File: src/rtl/slc3_pkg.sv
// Shared types and encodings for the SLC-3 control sequencer.
package slc3_pkg;

    typedef enum logic [4:0] {
        StHalted,
        StFetch1,
        StFetch2,
        StFetch3,
        StDecode,
        StExecAlu,
        StBrEval,
        StBrTake,
        StJmp,
        StJsrLink,
        StJsrJump,
        StLdrAddr,
        StLdrMem,
        StLdrWb,
        StStrAddr,
        StStrData,
        StStrMem,
        StPauseIr1,
        StPauseIr2,
        StFault
    } state_t;

    localparam logic [3:0] OP_BR  = 4'b0000;
    localparam logic [3:0] OP_ADD = 4'b0001;
    localparam logic [3:0] OP_JSR = 4'b0100;
    localparam logic [3:0] OP_AND = 4'b0101;
    localparam logic [3:0] OP_LDR = 4'b0110;
    localparam logic [3:0] OP_STR = 4'b0111;
    localparam logic [3:0] OP_NOT = 4'b1001;
    localparam logic [3:0] OP_JMP = 4'b1100;
    localparam logic [3:0] OP_PSE = 4'b1101;

    localparam logic [1:0] PCMUX_PC1   = 2'b00;
    localparam logic [1:0] PCMUX_BUS   = 2'b01;
    localparam logic [1:0] PCMUX_ADDER = 2'b10;

    localparam logic [1:0] DRMUX_IR = 2'b00;
    localparam logic [1:0] DRMUX_R7 = 2'b01;

    localparam logic [1:0] ADDR2_ZERO  = 2'b00;
    localparam logic [1:0] ADDR2_OFF6  = 2'b01;
    localparam logic [1:0] ADDR2_OFF9  = 2'b10;
    localparam logic [1:0] ADDR2_OFF11 = 2'b11;

    localparam logic [1:0] ALUK_ADD   = 2'b00;
    localparam logic [1:0] ALUK_AND   = 2'b01;
    localparam logic [1:0] ALUK_NOT   = 2'b10;
    localparam logic [1:0] ALUK_PASSA = 2'b11;

    function automatic logic [1:0] alu_op(input logic [3:0] op);
        case (op)
            OP_AND:  return ALUK_AND;
            OP_NOT:  return ALUK_NOT;
            default: return ALUK_ADD;
        endcase
    endfunction

endpackage

File: src/rtl/slc3_control_if.sv
// Control bundle between the SLC-3 sequencer (master) and its datapath/memory (slave).
interface slc3_control_if;

    logic        run;
    logic        cont;
    logic [15:0] IR;
    logic        branch_enable;
    logic        mem_resp;

    logic        mem_read;
    logic        mem_write;
    logic        LD_PC;
    logic        LD_MAR;
    logic        LD_MDR;
    logic        LD_IR;
    logic        LD_REG;
    logic        LD_CC;
    logic        LD_LED;
    logic        GatePC;
    logic        GateMDR;
    logic        GateALU;
    logic        GateMARMUX;
    logic [1:0]  PCMUX;
    logic [1:0]  DRMUX;
    logic        SR1MUX;
    logic        SR2MUX;
    logic        ADDR1MUX;
    logic [1:0]  ADDR2MUX;
    logic        MARMUX;
    logic        MIO_EN;
    logic [1:0]  ALUK;
    logic        fault;

    modport master (
        input  run, cont, IR, branch_enable, mem_resp,
        output mem_read, mem_write, LD_PC, LD_MAR, LD_MDR, LD_IR, LD_REG, LD_CC, LD_LED,
               GatePC, GateMDR, GateALU, GateMARMUX, PCMUX, DRMUX, SR1MUX, SR2MUX,
               ADDR1MUX, ADDR2MUX, MARMUX, MIO_EN, ALUK, fault
    );

    modport slave (
        output run, cont, IR, branch_enable, mem_resp,
        input  mem_read, mem_write, LD_PC, LD_MAR, LD_MDR, LD_IR, LD_REG, LD_CC, LD_LED,
               GatePC, GateMDR, GateALU, GateMARMUX, PCMUX, DRMUX, SR1MUX, SR2MUX,
               ADDR1MUX, ADDR2MUX, MARMUX, MIO_EN, ALUK, fault
    );

endinterface

File: src/rtl/slc3_mem_wait.sv
// Memory-wait tracker: flags completion and expiry of the response wait window.
module slc3_mem_wait #(
    parameter int unsigned MEM_TIMEOUT = 15
) (
    input  logic clk,
    input  logic reset,
    input  logic active,
    input  logic mem_resp,
    output logic done,
    output logic timeout
);

    localparam int unsigned CntW = (MEM_TIMEOUT > 1) ? $clog2(MEM_TIMEOUT) : 1;
    localparam logic [CntW-1:0] Last = (MEM_TIMEOUT > 0) ? CntW'(MEM_TIMEOUT - 1) : '0;

    logic [CntW-1:0] cnt_q, cnt_d;

    assign done    = active & mem_resp;
    // Expires on the MEM_TIMEOUT-th waiting cycle so the strobe is high exactly that long.
    assign timeout = (MEM_TIMEOUT != 0) && active && !mem_resp && (cnt_q == Last);

    always_comb begin
        cnt_d = '0;
        if (active && !mem_resp) begin
            cnt_d = cnt_q + CntW'(1);
        end
    end

    always_ff @(posedge clk) begin
        if (reset) begin
            cnt_q <= '0;
        end else begin
            cnt_q <= cnt_d;
        end
    end

endmodule

File: src/rtl/slc3_control.sv
// SLC-3 fetch/decode/execute sequencer; Moore outputs decoded from state and IR.
// Optional PAUSE instruction (opcode 1101) enabled by defining SLC3_PAUSE_EN.
module slc3_control
    import slc3_pkg::*;
#(
    parameter int unsigned MEM_TIMEOUT = 15
) (
    input logic            clk,
    input logic            reset,
    slc3_control_if.master bus
);

    state_t     state_q, state_d;
    logic [3:0] opcode;
    logic       mem_active, mem_done, mem_timeout;

    assign opcode     = bus.IR[15:12];
    assign mem_active = (state_q == StFetch2) || (state_q == StLdrMem) || (state_q == StStrMem);

    slc3_mem_wait #(
        .MEM_TIMEOUT(MEM_TIMEOUT)
    ) u_mem_wait (
        .clk     (clk),
        .reset   (reset),
        .active  (mem_active),
        .mem_resp(bus.mem_resp),
        .done    (mem_done),
        .timeout (mem_timeout)
    );

`ifdef SLC3_PAUSE_EN
    logic unused_ir;
    assign unused_ir = ^{bus.IR[11:6], bus.IR[4:0]};
`else
    logic unused_ir;
    assign unused_ir = ^{bus.IR[11:6], bus.IR[4:0], bus.cont};
`endif

    always_ff @(posedge clk) begin
        if (reset) begin
            state_q <= StHalted;
        end else begin
            state_q <= state_d;
        end
    end

    always_comb begin
        state_d        = state_q;
        bus.mem_read   = 1'b0;
        bus.mem_write  = 1'b0;
        bus.LD_PC      = 1'b0;
        bus.LD_MAR     = 1'b0;
        bus.LD_MDR     = 1'b0;
        bus.LD_IR      = 1'b0;
        bus.LD_REG     = 1'b0;
        bus.LD_CC      = 1'b0;
        bus.LD_LED     = 1'b0;
        bus.GatePC     = 1'b0;
        bus.GateMDR    = 1'b0;
        bus.GateALU    = 1'b0;
        bus.GateMARMUX = 1'b0;
        bus.PCMUX      = PCMUX_PC1;
        bus.DRMUX      = DRMUX_IR;
        bus.SR1MUX     = 1'b0;
        bus.SR2MUX     = 1'b0;
        bus.ADDR1MUX   = 1'b0;
        bus.ADDR2MUX   = ADDR2_ZERO;
        bus.MARMUX     = 1'b0;
        bus.MIO_EN     = 1'b0;
        bus.ALUK       = ALUK_ADD;
        bus.fault      = 1'b0;

        case (state_q)
            StHalted: if (bus.run) state_d = StFetch1;
            StFetch1: begin
                bus.GatePC = 1'b1;
                bus.LD_MAR = 1'b1;
                bus.LD_PC  = 1'b1;
                state_d    = StFetch2;
            end
            StFetch2, StLdrMem: begin
                bus.mem_read = 1'b1;
                bus.MIO_EN   = 1'b1;
                bus.LD_MDR   = mem_done;
                if (mem_timeout) begin
                    state_d = StFault;
                end else if (mem_done) begin
                    state_d = (state_q == StFetch2) ? StFetch3 : StLdrWb;
                end
            end
            StFetch3: begin
                bus.GateMDR = 1'b1;
                bus.LD_IR   = 1'b1;
                state_d     = StDecode;
            end
            StDecode: begin
                case (opcode)
                    OP_ADD, OP_AND, OP_NOT: state_d = StExecAlu;
                    OP_BR:                  state_d = StBrEval;
                    OP_JMP:                 state_d = StJmp;
                    OP_JSR:                 state_d = StJsrLink;
                    OP_LDR:                 state_d = StLdrAddr;
                    OP_STR:                 state_d = StStrAddr;
`ifdef SLC3_PAUSE_EN
                    OP_PSE:                 state_d = StPauseIr1;
`endif
                    default:                state_d = StFetch1;
                endcase
            end
            StExecAlu: begin
                bus.GateALU = 1'b1;
                bus.LD_REG  = 1'b1;
                bus.LD_CC   = 1'b1;
                bus.SR1MUX  = 1'b1;
                bus.SR2MUX  = bus.IR[5];
                bus.ALUK    = alu_op(opcode);
                state_d     = StFetch1;
            end
            StBrEval: state_d = bus.branch_enable ? StBrTake : StFetch1;
            StBrTake: begin
                bus.ADDR2MUX = ADDR2_OFF9;
                bus.PCMUX    = PCMUX_ADDER;
                bus.LD_PC    = 1'b1;
                state_d      = StFetch1;
            end
            StJmp: begin
                bus.SR1MUX   = 1'b1;
                bus.ADDR1MUX = 1'b1;
                bus.PCMUX    = PCMUX_ADDER;
                bus.LD_PC    = 1'b1;
                state_d      = StFetch1;
            end
            StJsrLink: begin
                bus.GatePC = 1'b1;
                bus.DRMUX  = DRMUX_R7;
                bus.LD_REG = 1'b1;
                state_d    = StJsrJump;
            end
            StJsrJump: begin
                bus.ADDR2MUX = ADDR2_OFF11;
                bus.PCMUX    = PCMUX_ADDER;
                bus.LD_PC    = 1'b1;
                state_d      = StFetch1;
            end
            StLdrAddr, StStrAddr: begin
                bus.SR1MUX     = 1'b1;
                bus.ADDR1MUX   = 1'b1;
                bus.ADDR2MUX   = ADDR2_OFF6;
                bus.MARMUX     = 1'b1;
                bus.GateMARMUX = 1'b1;
                bus.LD_MAR     = 1'b1;
                state_d        = (state_q == StLdrAddr) ? StLdrMem : StStrData;
            end
            StLdrWb: begin
                bus.GateMDR = 1'b1;
                bus.LD_REG  = 1'b1;
                bus.LD_CC   = 1'b1;
                state_d     = StFetch1;
            end
            StStrData: begin
                // Source register sits in IR[11:9]; ALU passes it through to MDR.
                bus.ALUK    = ALUK_PASSA;
                bus.GateALU = 1'b1;
                bus.LD_MDR  = 1'b1;
                state_d     = StStrMem;
            end
            StStrMem: begin
                bus.mem_write = 1'b1;
                if (mem_timeout) begin
                    state_d = StFault;
                end else if (mem_done) begin
                    state_d = StFetch1;
                end
            end
`ifdef SLC3_PAUSE_EN
            StPauseIr1: begin
                bus.LD_LED = 1'b1;
                if (bus.cont) state_d = StPauseIr2;
            end
            StPauseIr2: if (!bus.cont) state_d = StFetch1;
`endif
            StFault: bus.fault = 1'b1;
            default: state_d = StHalted;
        endcase
    end

endmodule

File: src/flat_wrapper.sv
// flat-port wrapper written by rule: the top's interface ports become plain ports
module slc3_control_flat import slc3_pkg::*;
#(
    parameter int unsigned MEM_TIMEOUT = 15
)
  (clk, reset, bus_run, bus_cont, bus_IR, bus_branch_enable, bus_mem_resp, bus_mem_read, bus_mem_write, bus_LD_PC, bus_LD_MAR, bus_LD_MDR, bus_LD_IR, bus_LD_REG, bus_LD_CC, bus_LD_LED, bus_GatePC, bus_GateMDR, bus_GateALU, bus_GateMARMUX, bus_PCMUX, bus_DRMUX, bus_SR1MUX, bus_SR2MUX, bus_ADDR1MUX, bus_ADDR2MUX, bus_MARMUX, bus_MIO_EN, bus_ALUK, bus_fault);
  slc3_control_if bus_i ();
  input logic clk;
  input logic reset;
  input wire logic [$bits(bus_i.run)-1:0] bus_run;
  input wire logic [$bits(bus_i.cont)-1:0] bus_cont;
  input wire logic [$bits(bus_i.IR)-1:0] bus_IR;
  input wire logic [$bits(bus_i.branch_enable)-1:0] bus_branch_enable;
  input wire logic [$bits(bus_i.mem_resp)-1:0] bus_mem_resp;
  output wire logic [$bits(bus_i.mem_read)-1:0] bus_mem_read;
  output wire logic [$bits(bus_i.mem_write)-1:0] bus_mem_write;
  output wire logic [$bits(bus_i.LD_PC)-1:0] bus_LD_PC;
  output wire logic [$bits(bus_i.LD_MAR)-1:0] bus_LD_MAR;
  output wire logic [$bits(bus_i.LD_MDR)-1:0] bus_LD_MDR;
  output wire logic [$bits(bus_i.LD_IR)-1:0] bus_LD_IR;
  output wire logic [$bits(bus_i.LD_REG)-1:0] bus_LD_REG;
  output wire logic [$bits(bus_i.LD_CC)-1:0] bus_LD_CC;
  output wire logic [$bits(bus_i.LD_LED)-1:0] bus_LD_LED;
  output wire logic [$bits(bus_i.GatePC)-1:0] bus_GatePC;
  output wire logic [$bits(bus_i.GateMDR)-1:0] bus_GateMDR;
  output wire logic [$bits(bus_i.GateALU)-1:0] bus_GateALU;
  output wire logic [$bits(bus_i.GateMARMUX)-1:0] bus_GateMARMUX;
  output wire logic [$bits(bus_i.PCMUX)-1:0] bus_PCMUX;
  output wire logic [$bits(bus_i.DRMUX)-1:0] bus_DRMUX;
  output wire logic [$bits(bus_i.SR1MUX)-1:0] bus_SR1MUX;
  output wire logic [$bits(bus_i.SR2MUX)-1:0] bus_SR2MUX;
  output wire logic [$bits(bus_i.ADDR1MUX)-1:0] bus_ADDR1MUX;
  output wire logic [$bits(bus_i.ADDR2MUX)-1:0] bus_ADDR2MUX;
  output wire logic [$bits(bus_i.MARMUX)-1:0] bus_MARMUX;
  output wire logic [$bits(bus_i.MIO_EN)-1:0] bus_MIO_EN;
  output wire logic [$bits(bus_i.ALUK)-1:0] bus_ALUK;
  output wire logic [$bits(bus_i.fault)-1:0] bus_fault;
  assign bus_i.run = bus_run;
  assign bus_i.cont = bus_cont;
  assign bus_i.IR = bus_IR;
  assign bus_i.branch_enable = bus_branch_enable;
  assign bus_i.mem_resp = bus_mem_resp;
  assign bus_mem_read = bus_i.mem_read;
  assign bus_mem_write = bus_i.mem_write;
  assign bus_LD_PC = bus_i.LD_PC;
  assign bus_LD_MAR = bus_i.LD_MAR;
  assign bus_LD_MDR = bus_i.LD_MDR;
  assign bus_LD_IR = bus_i.LD_IR;
  assign bus_LD_REG = bus_i.LD_REG;
  assign bus_LD_CC = bus_i.LD_CC;
  assign bus_LD_LED = bus_i.LD_LED;
  assign bus_GatePC = bus_i.GatePC;
  assign bus_GateMDR = bus_i.GateMDR;
  assign bus_GateALU = bus_i.GateALU;
  assign bus_GateMARMUX = bus_i.GateMARMUX;
  assign bus_PCMUX = bus_i.PCMUX;
  assign bus_DRMUX = bus_i.DRMUX;
  assign bus_SR1MUX = bus_i.SR1MUX;
  assign bus_SR2MUX = bus_i.SR2MUX;
  assign bus_ADDR1MUX = bus_i.ADDR1MUX;
  assign bus_ADDR2MUX = bus_i.ADDR2MUX;
  assign bus_MARMUX = bus_i.MARMUX;
  assign bus_MIO_EN = bus_i.MIO_EN;
  assign bus_ALUK = bus_i.ALUK;
  assign bus_fault = bus_i.fault;
  slc3_control #(.MEM_TIMEOUT(MEM_TIMEOUT)) u_core (.clk(clk), .reset(reset), .bus(bus_i));
endmodule
File: config.mk
export PLATFORM = sky130hd
export DESIGN_NAME = slc3_control_flat
export DESIGN_NICKNAME = d
export VERILOG_FILES = /design/src/rtl/slc3_pkg.sv /design/src/rtl/slc3_control_if.sv /design/src/rtl/slc3_mem_wait.sv /design/src/rtl/slc3_control.sv /design/src/flat_wrapper.sv
export SDC_FILE = /design/constraint.sdc
export NUM_CORES = 1
export LEC_CHECK = 0
export CORE_MARGIN = 4
export CORE_UTILIZATION = 37
export CTS_CLUSTER_DIAMETER = 30
export DETAILED_ROUTE_END_ITERATION = 12
export GPL_TIMING_DRIVEN = 1
export PLACE_DENSITY = 0.84
export SLEW_MARGIN = 20
export SYNTH_ARGS = -nofsm -noshare
export SYNTH_HDL_FRONTEND = slang
export SYNTH_SLANG_ARGS = --single-unit
File: constraint.sdc
create_clock -name clk -period 1.3 [get_ports clk]
set_input_delay 0.13 -clock clk [delete_from_list [all_inputs] [get_ports clk]]
set_output_delay 0.13 -clock clk [all_outputs]
set_load 0.05 [all_outputs]
==> flow_summary_export.csv, run 1 <==
group,metric,value,unit
floorplanning,initial_core_util,40.1,%
logic_synthesis,ys_ff_latch,9,
clock_tree,cts.htree.levels,1,
logic_synthesis,seq_area_frac_synth,17.5,%
clock_tree,cts_root_buf,"clkbuf_4",
clock_tree,postCtsHoldBufs,0,
floorplanning,die_w,60.7,um
status,stop_stage,"clock tree synthesis",
logic_synthesis,yosys_warnings,0,
clock_tree,postCtsSetupBuffers,31,
clock_tree,clock_path_buffers,2,
logic_synthesis,syn_avg_cell_area,6.86,sq um
logic_synthesis,synthFlopType,"dfxtp_1",
floorplanning,pin_count,49,
logic_synthesis,synth_area_leader_cell,"dfxtp_1",
floorplanning,placementRows,18,
logic_synthesis,async_flop_share,0,%
place,hpwlAfterDp,2920,um
status,status,"stopped before the end",
place,gp_congestion,0.892,
status,stop_error,"[ERROR DPL-0033] detailed placement checks failed during check placement.",
logic_synthesis,synthTopCellsByArea,"dfxtp_1 18%, nor2_1 6.9%, a21oi_1 5.8%",
clock_tree,cts_buffers,3,
place,numPortBuffers,33,
logic_synthesis,synth_edf_count,0,
logic_synthesis,synth.cell_area,0.00103,sq mm
logic_synthesis,netlist.area_leader.share,17.5,%
floorplanning,die_y,60.7,um
clock_tree,cts_resized,84,
place,dpl_cell_area,0.00190,sq mm
logic_synthesis,yosys.cell_types.count,43,
logic_synthesis,syn_inst,150,
clock_tree,cts_sinks,9,
place,dp_slack,-358,ps
==> cells by family after synthesis <==
kind of cell	after synthesis	share of synthesized area [%]
compound gates	37	25.2
xor+xnor	4	3.41
fa+ha+maj	2	2.43
buf+inv	24	12.7
flops	9	17.5
mux	1	0.973
other cells	1	0.365
simple gates	72	37.5
==> synthesized netlist by cell type (2+ instances only) <==
master / instances
nor2_1: 19
nand2_1: 15
a21oi_1: 12
dfxtp_1: 9
buf_4: 7
inv_1: 7
nand2b_1: 7
o21ai_0: 7
nor2b_1: 6
buf_2: 5
nand3_1: 5
nor3_1: 5
and3_1: 4
clkbuf_1: 4
xor2_1: 3
a21o_1: 2
a32oi_1: 2
ha_1: 2
nand4_1: 2
o22ai_1: 2
o31ai_1: 2
or2_2: 2
==> through the flow <==
step | instances | hold WS [ps]
2_1_floorplan | 152 | 192
3_3_place_gp | 240 | 499
3_5_place_dp | 240 | 506
==> run 2: changes to the inputs <==
--- a/config.mk
+++ b/config.mk
@@ -5,12 +5,11 @@
 export SDC_FILE = /design/constraint.sdc
 export NUM_CORES = 1
 export LEC_CHECK = 0
-export CORE_MARGIN = 4
-export CORE_UTILIZATION = 37
-export CTS_CLUSTER_DIAMETER = 30
+export CORE_AREA = 4 4 65 67
 export DETAILED_ROUTE_END_ITERATION = 12
+export DIE_AREA = 0 0 69 71
 export GPL_TIMING_DRIVEN = 1
-export PLACE_DENSITY = 0.84
+export PLACE_DENSITY_LB_ADDON = 0.15
 export SLEW_MARGIN = 20
 export SYNTH_ARGS = -nofsm -noshare
 export SYNTH_HDL_FRONTEND = slang
==> constraint.sdc (replaced) <==
create_clock -name clk -period 1.7 [get_ports clk]
set_input_delay 0.17 -clock clk [delete_from_list [all_inputs] [get_ports clk]]
set_output_delay 0.17 -clock clk [all_outputs]
set_load 0.05 [all_outputs]
==> run 2 against run 1 <==
The flow now finishes without violations. Synthesized cell count did not move. Synthesized area stayed put.
==> flow_summary_export.csv, run 2 <==
group,metric,value,unit
status,status,"finished, final reports clean",
place,gp_congestion,0.891,
timing,fmax,0.595,GHz
logic_synthesis,syn_avg_cell_area,6.86,sq um
finish,reg.largest.list,"u_core.state_q x5, u_core.u_mem_wait.cnt_q x4",
routing,drc_errors,0,
timing,skew,1.09,ps
worst_setup_path,start_kind,"flop",
finish,final_common_cell,"buf_4",
logic_synthesis,yosys.cell_types.count,43,
finish,antenna_cells,0,
grt,overflow,0,
logic_synthesis,ys_ff_latch,9,
job,cap_violations,0,
logic_synthesis,synthFlopType,"dfxtp_1",
finish,finish.instance_area,0.00200,sq mm
logic_synthesis,netlist.area_leader.share,17.5,%
worst_setup_path,r2r_cells,7,
place,numPortBuffers,33,
place,hpwlAfterDp,2700,um
clock_tree,path_clk_slew,50,ps
min_path,hold_depth,1,
floorplanning,pin_count,49,
worst_setup_path,rrSetupSlack,80,ps
timing,rsz0062_at_grt,"true",
worst_setup_path,critPathKind,"reg -> out",
grt,antenna_found_initial,0,
routing,dr.first_iter.drc_count,47,
logic_synthesis,syn_inst,150,
finish,final_util,55.1,%
grt,grt_start_max_net_pins,16,
clock_tree,cts_buffers,3,
timing,fin_crit,1680,ps
routing,drtPass1Iterations,4,
logic_synthesis,synth.cell_area,0.00103,sq mm
floorplanning,die_w,69,um
grt,grt_usage,13.7,%
worst_setup_path,crit_fanout,10,
clock_tree,clk_latency,230,ps
floorplanning,initial_core_util,28.3,%
grt,grt_pass1_wl,5660,um
finish,largest_reg_flops,5,
clock_tree,clock_path_buffers,2,
worst_setup_path,required,1530,ps
timing,tns,0,ps
logic_synthesis,yosys_warnings,0,
clock_tree,cts_tree,"built",
floorplanning,die_y,71,um
timing,min_period_over_period,98.8,%
place,dpl_cell_area,0.00182,sq mm
logic_synthesis,seq_area_frac_synth,17.5,%
worst_setup_path,critPathCaptureType,"primary output",
finish,drive_above_1_share,47.8,%
pwr,peakVddDrop,0.649,mV
timing,finalSetupViolCount,0,
logic_synthesis,synth_edf_count,0,
min_path,holdPathEnd,"u_core.u_mem_wait.cnt_q[0]",
pwr,leakagePower,0.840,nW
clock_tree,cts_sinks,9,
logic_synthesis,synthTopCellsByArea,"dfxtp_1 18%, nor2_1 6.9%, a21oi_1 5.8%",
finish,nNetsFinal,228,
grt,first_global_vias,1219,
floorplanning,die_area,0.00490,sq mm
finish,fillers,338,
timing,hold_viol_final,0,
routing,post_drt_via_cell_ratio,4.82,
routing,num_vias,1210,
routing,wl,3370,um
min_path,hold_start,"u_core.u_mem_wait.cnt_q[0]",
worst_setup_path,r2r-end,"u_core.state_q[1]",
clock_tree,cts.htree.levels,1,
floorplanning,placementRows,22,
clock_tree,postCtsHoldBufs,0,
routing,wire_per_inst,13.4,um
floorplanning,core,0.00363,sq mm
finish,regMostFlops,"u_core.state_q",
logic_synthesis,synth_area_leader_cell,"dfxtp_1",
routing,final_antenna_net_count,0,
finish,final_cell_mix,"29 x buf_4, 22 x buf_12, 14 x nand2_1, 14 x nor2_1, 9 x clkdlybuf4s50_1",
clock_tree,cts_root_buf,"clkbuf_8",
logic_synthesis,synth.most_common_cell,"nor2_1",
logic_synthesis,synth.top_cells.by_count,"19 x nor2_1, 15 x nand2_1, 12 x a21oi_1",
pwr,p_per_area,603,mW/mm^2
worst_setup_path,cp.arrival,1510,ps
worst_setup_path,worstReg2RegStart,"u_core.state_q[1]",
min_path,worstHoldPathType,"reg -> reg",
logic_synthesis,async_flop_share,0,%
timing,maxSlewViolCount,0,
finish,syn_to_final_growth,94.5,%
run 2: how the worst max path moves through the flow:
stage	to	slack, ps	depth (start not counted)	start
finish	bus_LD_PC	20	6	u_core.state_q[2]
global route	bus_LD_MDR	-50	6	u_core.state_q[2]
CTS	bus_ALUK[1]	-30	5	u_core.state_q[1]
detailed placement	u_core.state_q[1]	-50	6	bus_IR[13]
global placement	u_core.state_q[1]	30	6	bus_IR[13]
floorplan	bus_LD_MDR	-330	7	u_core.state_q[2]
run 2: routing by layer:
metal / vias to the layer above / wire length (um) / GRT usage, %
met5: - / 0 / 0
met4: 0 / 23 / 3.25
met3: 4 / 85 / 1.70
met2: 21 / 1690 / 23.7
met1: 560 / 1560 / 18.0
li1: 625 / - / -
run 2: through the flow:
stage	power, mW	std cells	setup WS (ps)	hold WS, ps
6_report	1.21	251	19.8	460
5_1_grt	1.28	251	-45.8	485
4_1_cts	1.17	246	-26.5	466
3_5_place_dp	0.895	240	-45.2	456
3_3_place_gp	0.882	240	26.3	443
2_1_floorplan	0.627	152	-334	232
run 2: cell type report:
| type | count | area (sq um) | area share [%] |
|---|---|---|---|
| multi-input combinational | 119 | 887 | 44.3 |
| timing repair buffer | 64 | 793 | 39.6 |
| sequential | 9 | 189 | 9.44 |
| tap | 48 | 60.1 | 3.00 |
| clock buffer | 4 | 45.0 | 2.25 |
| inverter | 7 | 26.3 | 1.31 |
run 2: timing repair:
action	4_1_cts	5_1_grt
setup endpoints to repair	21	18
gates resized for setup	13	10
setup buffers	2	5
pin swaps	3	5
run 2: report_power, final:
part | total, mW | internal (mW) | leakage, nW | switching (mW)
registers | 0.243 | 0.224 | 0.0750 | 0.0193
clock network | 0.245 | 0.163 | 0.0228 | 0.0821
logic | 0.718 | 0.330 | 0.742 | 0.388
total | 1.21 | 0.717 | 0.840 | 0.489
run 2: critical path, stage by stage, from the launching register on:
cell and delay (ps):
dfxtp_4 400, and2b_2 260, buf_4 160, inv_1 50, nand3_1 80, a21oi_2 180, buf_12 160
run 2: cells by family after synthesis:
kind of cell / after synthesis / share of synthesized area [%]
other cells: 1 / 0.365
fa+ha+maj: 2 / 2.43
xor+xnor: 4 / 3.41
flops: 9 / 17.5
simple gates: 72 / 37.5
compound gates: 37 / 25.2
mux: 1 / 0.973
buf+inv: 24 / 12.7
No activity file was read; power rests on OpenSTA's default activity.
==> run 3: changes to the inputs <==
--- a/config.mk
+++ b/config.mk
@@ -5,6 +5,7 @@
 export SDC_FILE = /design/constraint.sdc
 export NUM_CORES = 1
 export LEC_CHECK = 0
+export ABC_AREA = 0
 export CORE_AREA = 4 4 65 67
 export DETAILED_ROUTE_END_ITERATION = 12
 export DIE_AREA = 0 0 69 71
==> results of run 3 <==
Same layout as run 2: the final DEF is identical, and so are final timing and power.
